$ cat config.mk
export PLATFORM = sky130hd
export DESIGN_NAME = vga_timing_ctrl
export DESIGN_NICKNAME = d
export VERILOG_FILES = /design/src/rtl/vga_timing_ctrl.sv
export SDC_FILE = /design/constraint.sdc
export NUM_CORES = 1
export LEC_CHECK = 0
export BUFFER_PORTS_ARGS = -buffer_cell sky130_fd_sc_hd__buf_2
export CORE_MARGIN = 2
export CORE_UTILIZATION = 35
export DETAILED_ROUTE_END_ITERATION = 10
export PLACE_DENSITY = 0.57
export SYNTH_ARGS = -nofsm -noshare
export SYNTH_HDL_FRONTEND = slang
export SYNTH_SLANG_ARGS = --single-unit
$ cat constraint.sdc
create_clock -name clk -period 4.2 [get_ports clk]
set_clock_uncertainty 0.15 [all_clocks]
set_input_delay 0.21 -clock clk [delete_from_list [all_inputs] [get_ports clk]]
set_output_delay 0.21 -clock clk [all_outputs]
set_load 0.01 [all_outputs]
$ cat src/rtl/vga_timing_ctrl.sv
// -----------------------------------------------------------------------------
// vga_timing_ctrl
//   VGA timing generator and pixel output stage, clocked by the pixel clock.
//   The default geometry is 640x480@60Hz on a 25 MHz pixel clock.
//   A free-running horizontal/vertical counter pair is decoded into active-low
//   sync pulses and an active-video strobe. The RGB332 frame-buffer pixel is
//   expanded to three 4-bit DAC channels, and blanked outside the active area.
//
// Ports
//   clk      in   1  pixel clock, rising edge
//   rst      in   1  asynchronous, active-high reset
//   data_in  in   8  RGB332 pixel {R[2:0],G[2:0],B[1:0]} for the current pixel
//   hsync    out  1  horizontal sync, active low
//   vsync    out  1  vertical sync, active low
//   valid    out  1  high while the counters are inside the active area
//   vga_r    out  4  red DAC value   (0 outside the active area)
//   vga_g    out  4  green DAC value (0 outside the active area)
//   vga_b    out  4  blue DAC value  (0 outside the active area)
// -----------------------------------------------------------------------------
module vga_timing_ctrl #(
  parameter int H_ACTIVE = 640,
  parameter int H_FP     = 16,
  parameter int H_SYNC   = 96,
  parameter int H_BP     = 48,
  parameter int V_ACTIVE = 480,
  parameter int V_FP     = 10,
  parameter int V_SYNC   = 2,
  parameter int V_BP     = 33
) (
  input  logic       clk,
  input  logic       rst,
  input  logic [7:0] data_in,
  output logic       hsync,
  output logic       vsync,
  output logic       valid,
  output logic [3:0] vga_r,
  output logic [3:0] vga_g,
  output logic [3:0] vga_b
);

  localparam int H_TOTAL = H_ACTIVE + H_FP + H_SYNC + H_BP;
  localparam int V_TOTAL = V_ACTIVE + V_FP + V_SYNC + V_BP;

  // Decode thresholds held at counter width so every compare is 10 bits.
  localparam logic [9:0] H_LAST     = 10'(H_TOTAL - 1);
  localparam logic [9:0] V_LAST     = 10'(V_TOTAL - 1);
  localparam logic [9:0] H_ACT      = 10'(H_ACTIVE);
  localparam logic [9:0] V_ACT      = 10'(V_ACTIVE);
  localparam logic [9:0] H_SYNC_BEG = 10'(H_ACTIVE + H_FP);
  localparam logic [9:0] H_SYNC_END = 10'(H_ACTIVE + H_FP + H_SYNC - 1);
  localparam logic [9:0] V_SYNC_BEG = 10'(V_ACTIVE + V_FP);
  localparam logic [9:0] V_SYNC_END = 10'(V_ACTIVE + V_FP + V_SYNC - 1);

  logic [9:0] h_cnt;
  logic [9:0] v_cnt;
  logic       active;

  // Bit replication maps the full-scale 3-bit/2-bit codes onto full-scale
  // 4-bit DAC codes (max in -> 4'hF, zero in -> 4'h0).
  function automatic logic [3:0] expand3(input logic [2:0] c);
    return {c, c[2]};
  endfunction

  function automatic logic [3:0] expand2(input logic [1:0] c);
    return {c, c};
  endfunction

  // ---- counter stage: h_cnt every clock, v_cnt on each h_cnt wrap ----
  always_ff @(posedge clk or posedge rst) begin
    if (rst) begin
      h_cnt <= '0;
      v_cnt <= '0;
    end else if (h_cnt == H_LAST) begin
      h_cnt <= '0;
      v_cnt <= (v_cnt == V_LAST) ? '0 : v_cnt + 10'd1;
    end else begin
      h_cnt <= h_cnt + 10'd1;
    end
  end

  // ---- decode / output stage: combinational from the registered counters ----
  // The counters already sit at (0,0) during reset, so the decodes are
  // explicitly forced to their idle levels while rst is high.
  always_comb begin
    active = (h_cnt < H_ACT) && (v_cnt < V_ACT);
    valid  = ~rst & active;
    hsync  = rst | ~((h_cnt >= H_SYNC_BEG) && (h_cnt <= H_SYNC_END));
    vsync  = rst | ~((v_cnt >= V_SYNC_BEG) && (v_cnt <= V_SYNC_END));
    vga_r  = valid ? expand3(data_in[7:5]) : 4'h0;
    vga_g  = valid ? expand3(data_in[4:2]) : 4'h0;
    vga_b  = valid ? expand2(data_in[1:0]) : 4'h0;
  end

endmodule

**Word-level counts from Yosys, hierarchy flattened**

Cells that the tools add are included.

- Input bits: 10
- Output and inout bits: 15
- Flip-flop bits (word level): 20

- Add/sub/neg operators: 2
- Eq/ne operators: 2
- Reduce and logical (&&, ||, !) cells: 3
- Magnitude comparators: 6
- Muxes and demuxes: 5
- Bitwise logic cells: 6

Operators with widths:

| cell | count |
|---|---|
| $add 10x1->10 const B | 2 |
| $eq 10x10->1 const B | 2 |
| $mux 10 | 2 |
| $mux 4 | 3 |
| $ge 10x10->1 const B | 1 |
| $ge 10x9->1 const B | 1 |
| $le 10x10->1 const B | 1 |
| $le 10x9->1 const B | 1 |
| $lt 10x10->1 const B | 1 |
| $lt 10x9->1 const B | 1 |
| $logic_and 1x1->1 | 3 |
| $not 1->1 | 3 |
| $or 1x1->1 | 2 |
| $and 1x1->1 | 1 |

**Depth between registers and ports, before layout**

- Depth in word-level cells: 4
- Depth in mapped cells: 6
- Depth with buffers taken out: 6

**Worst setup path before layout**

OpenSTA, ideal clock, no wires.

- Path kind: register to output
- Start: register v_cnt[5]
- End: output vga_b[2]
- Arrival time: 1.559 ns
- Stages on the path, launching flop included: 6
- Setup slack: 2.281 ns
- Cells stage by stage: dfrtp_1 and3_1 and2_1 nor4b_4 and2_1 buf_4

- Longest elaborated chain between the ends: 4

RTL lines:

| element | RTL line | text |
|---|---|---|
| start: declaration | 55 | `logic [9:0] v_cnt;` |
| start signal: assignment | 75 | `v_cnt <= (v_cnt == V_LAST) ? '0 : v_cnt + 10'd1;` |
| $lt 10x9->1 | 85 | `active = (h_cnt < H_ACT) && (v_cnt < V_ACT);` |
| $logic_and 1x1->1 | 85 |  |
| $and 1x1->1 | 86 | `valid = ~rst & active;` |
| net valid | 35 | `output logic valid,` |
| $mux 4 | 91 | `vga_b = valid ? expand2(data_in[1:0]) : 4'h0;` |
| end: declaration | 38 | `output logic [3:0] vga_b` |

The timed path passes the listed nets, and every way through them passes these cells.

**Final worst setup path**

- Start: input rst
- End: output hsync

- Longest elaborated chain between the ends: 1

RTL lines:

| element | RTL line | text |
|---|---|---|
| start: declaration | 31 | `input logic rst,` |
| $or 1x1->1 | 87 | `hsync = rst \| ~((h_cnt >= H_SYNC_BEG) && (h_cnt <= H_SYNC_END));` |
| end: declaration | 33 | `output logic hsync,` |

No other way between the ends.

==> flow_metrics.env <==
export IMPL_max_slew_margin_pct=49.3
export IMPL_tns_ns=0
export IMPL_area_growth_pct=13.2
export IMPL_power_mw=0.305
export IMPL_r2r_slack_ns=2.31
export IMPL_clock_latency_ns=0.30
export IMPL_die_x_um=62.8
export IMPL_synth_area_mm2=0.00121
export IMPL_antennaDiodeCount=0
export IMPL_initial_core_util_pct=36.3
export IMPL_postPlaceCellArea_mm2=0.00134
export IMPL_reg2regPathDepth=5
export IMPL_dp_hpwl_mm=1.75
export IMPL_vias_per_cell=5.10
export IMPL_path_clk_slew_ns=0.10
export IMPL_num_fill_cells=332
export IMPL_dieArea_mm2=0.00394
export IMPL_nets=159
export IMPL_wl_per_cell_um=12.1
export IMPL_crit_start="rst"
export IMPL_critPathMaxFanout=21
export IMPL_p_per_area_mw_per_mm2=223
export IMPL_cts_max_path_buffers=2
export IMPL_final_cell_area_mm2=0.00137
export IMPL_critical_path_class="in -> out"
export IMPL_grt_pass1_vias=930
export IMPL_cts_setup_buffers=0
export IMPL_synth_edf_count=0
export IMPL_period_minus_slack_ns=2.31
export IMPL_grt_max_degree=22
export IMPL_slew_violations=0
export IMPL_num_rows=21
export IMPL_cts_tree="done"
export IMPL_fin_crit_sh_pct=54.9
export IMPL_setup_viol=0
export IMPL_portBuffers=24
export IMPL_fin_cells=189
export IMPL_cts_resized=0
export IMPL_h_tree_depth=1
export IMPL_ir_worst_vdd_mv=0.107
export IMPL_r2r_start="h_cnt[0]"
export IMPL_drive_gt1_share_pct=23.1
export IMPL_drtIter0Drc=16
export IMPL_max_freq_ghz=0.433
export IMPL_dp_cells=185
export IMPL_hold_path_startpoint="v_cnt[7]"
export IMPL_cts_root_buf="clkbuf_4"
export IMPL_numCtsBuffers=3
export IMPL_grt_pass1_wl_mm=4.26
export IMPL_hold_class="reg -> reg"
export IMPL_antenna_found_initial=0
export IMPL_coreArea_mm2=0.00334
export IMPL_ys_warnings_count=0
export IMPL_cts_sinks=20
export IMPL_finalHoldViolations=0
export IMPL_status="complete, no violations"
export IMPL_ys_seq_elements=20
export IMPL_grt_overflow=0
export IMPL_die_height_um=62.8
export IMPL_layout_common_cells="24 x buf_2, 20 x dfrtp_1, 12 x and2_1"
export IMPL_gp_congestion=0.839
export IMPL_arrival_ns=1.95
export IMPL_async_reset_ff_share_pct=100
export IMPL_worstSetupStartpointType="input port"
export IMPL_leakagePower_nw=0.670
export IMPL_drc_errors=0
export IMPL_final_common_cell="buf_2"
export IMPL_syn_inst=122
export IMPL_synth_ff_type="dfrtp_1"
export IMPL_ant_nets=0
export IMPL_io_pins=25
export IMPL_yosysSeqAreaShare_pct=41.4
export IMPL_critical_path_required_ns=3.84
export IMPL_drt_pass1_iterations=4
export IMPL_worstMarginPinSlew_ns=0.760
export IMPL_rsz0062_at_grt="no"
export IMPL_maxCapViolCount=0
export IMPL_end_kind="primary output"
export IMPL_r2r_end="v_cnt[4]"
export IMPL_crit_end="hsync"
export IMPL_grtUsageTotal_pct=13.2
export IMPL_vias=964
export IMPL_routed_wl_mm=2.28
export IMPL_ys_types=32
export IMPL_avgSynthCellArea_um2=9.92
export IMPL_synth_net_count=136
-- power by group --
group,leakage [nW],internal [mW],switching (mW)
registers,0.265,0.192,0
clock network,0.0138,0.0334,0.0558
logic,0.392,0.0107,0.0125
-- timing repair --
action,in CTS,in global routing
endpoints found under the hold margin,20,0
endpoints found under the setup margin,0,0
hold buffers,1,0
-- cell type report --
type / count / area, µm² / area share, %
clock buffers: 3 / 22.5 / 1.64
inverters: 7 / 26.3 / 1.92
multi-input cells: 88 / 633 / 46.2
flip-flops and latches: 20 / 500 / 36.5
well taps: 46 / 57.6 / 4.20
repair buffers: 25 / 130 / 9.50
-- metrics by stage --
stage,hold slack (ns),setup WS (ns),utilization (%)
after CTS,0.372,1.81,41.1
after global routing,0.400,1.69,41.1
after detailed placement,0.284,2.28,40.1
after global placement,0.273,2.32,40.1
final,0.363,1.89,41.1
after floorplan,0.0295,2.28,-
-- worst max-delay path, cell delays in order --
cell and delay (ns):
dlygate4sd3_1 0.53, buf_2 0.15, inv_1 0.56, and4_1 0.29, nand3_1 0.07, buf_2 0.14
-- synthesized netlist by cell type (2+ instances only) --
library cell | instances | share of area, %
a21oi_1 | 4 | 1.7
a22o_1 | 2 | 1.4
and2_1 | 12 | 6.2
and3_1 | 5 | 2.6
and4_1 | 3 | 2.2
buf_4 | 4 | 2.5
dfrtp_1 | 20 | 41
ha_1 | 4 | 4.1
inv_1 | 7 | 2.2
nand2_1 | 2 | 0.62
nand3_1 | 8 | 3.3
nand4_1 | 8 | 4.1
nor2_1 | 9 | 2.8
nor4_1 | 2 | 1.0
nor4b_4 | 2 | 3.9
o21ai_0 | 5 | 2.1
or3_1 | 2 | 1.0
xnor2_1 | 7 | 5.1
xor2_1 | 3 | 2.2
-- state kept, by name (all words and copies together), names as in the netlist --
register	count
h_cnt	10
v_cnt	10
-- per-layer routing --
layer | up-vias | track usage, % | wire length, µm | share of wire (%)
met2 | 41 | 20.6 | 1010 | 44
met4 | 0 | 5.56 | 35 | 1.5
met3 | 4 | 2.70 | 158 | 6.9
li1 | 471 | - | - | -
met1 | 448 | 17.9 | 1070 | 47
met5 | - | 0 | 0 | 0
-- cell families after synthesis --
| logic type | synth area share [%] |
|---|---|
| fa+ha+maj | 4.14 |
| flops | 41.4 |
| simple gates | 32.3 |
| xor+xnor | 7.24 |
| compound gates | 6.52 |
| buf+inv | 6.31 |
| mux | 2.17 |
-- worst min path at each step --
stage,end,slack (ns),cells past startpoint
2_1_floorplan,h_cnt[0],0.03,1
3_3_place_gp,v_cnt[9],0.27,2
3_5_place_dp,v_cnt[9],0.28,2
4_1_cts,h_cnt[0],0.37,1
5_1_grt,v_cnt[8],0.40,1
6_report,v_cnt[7],0.36,1
Note: power is estimated with default switching activity, not from simulation.
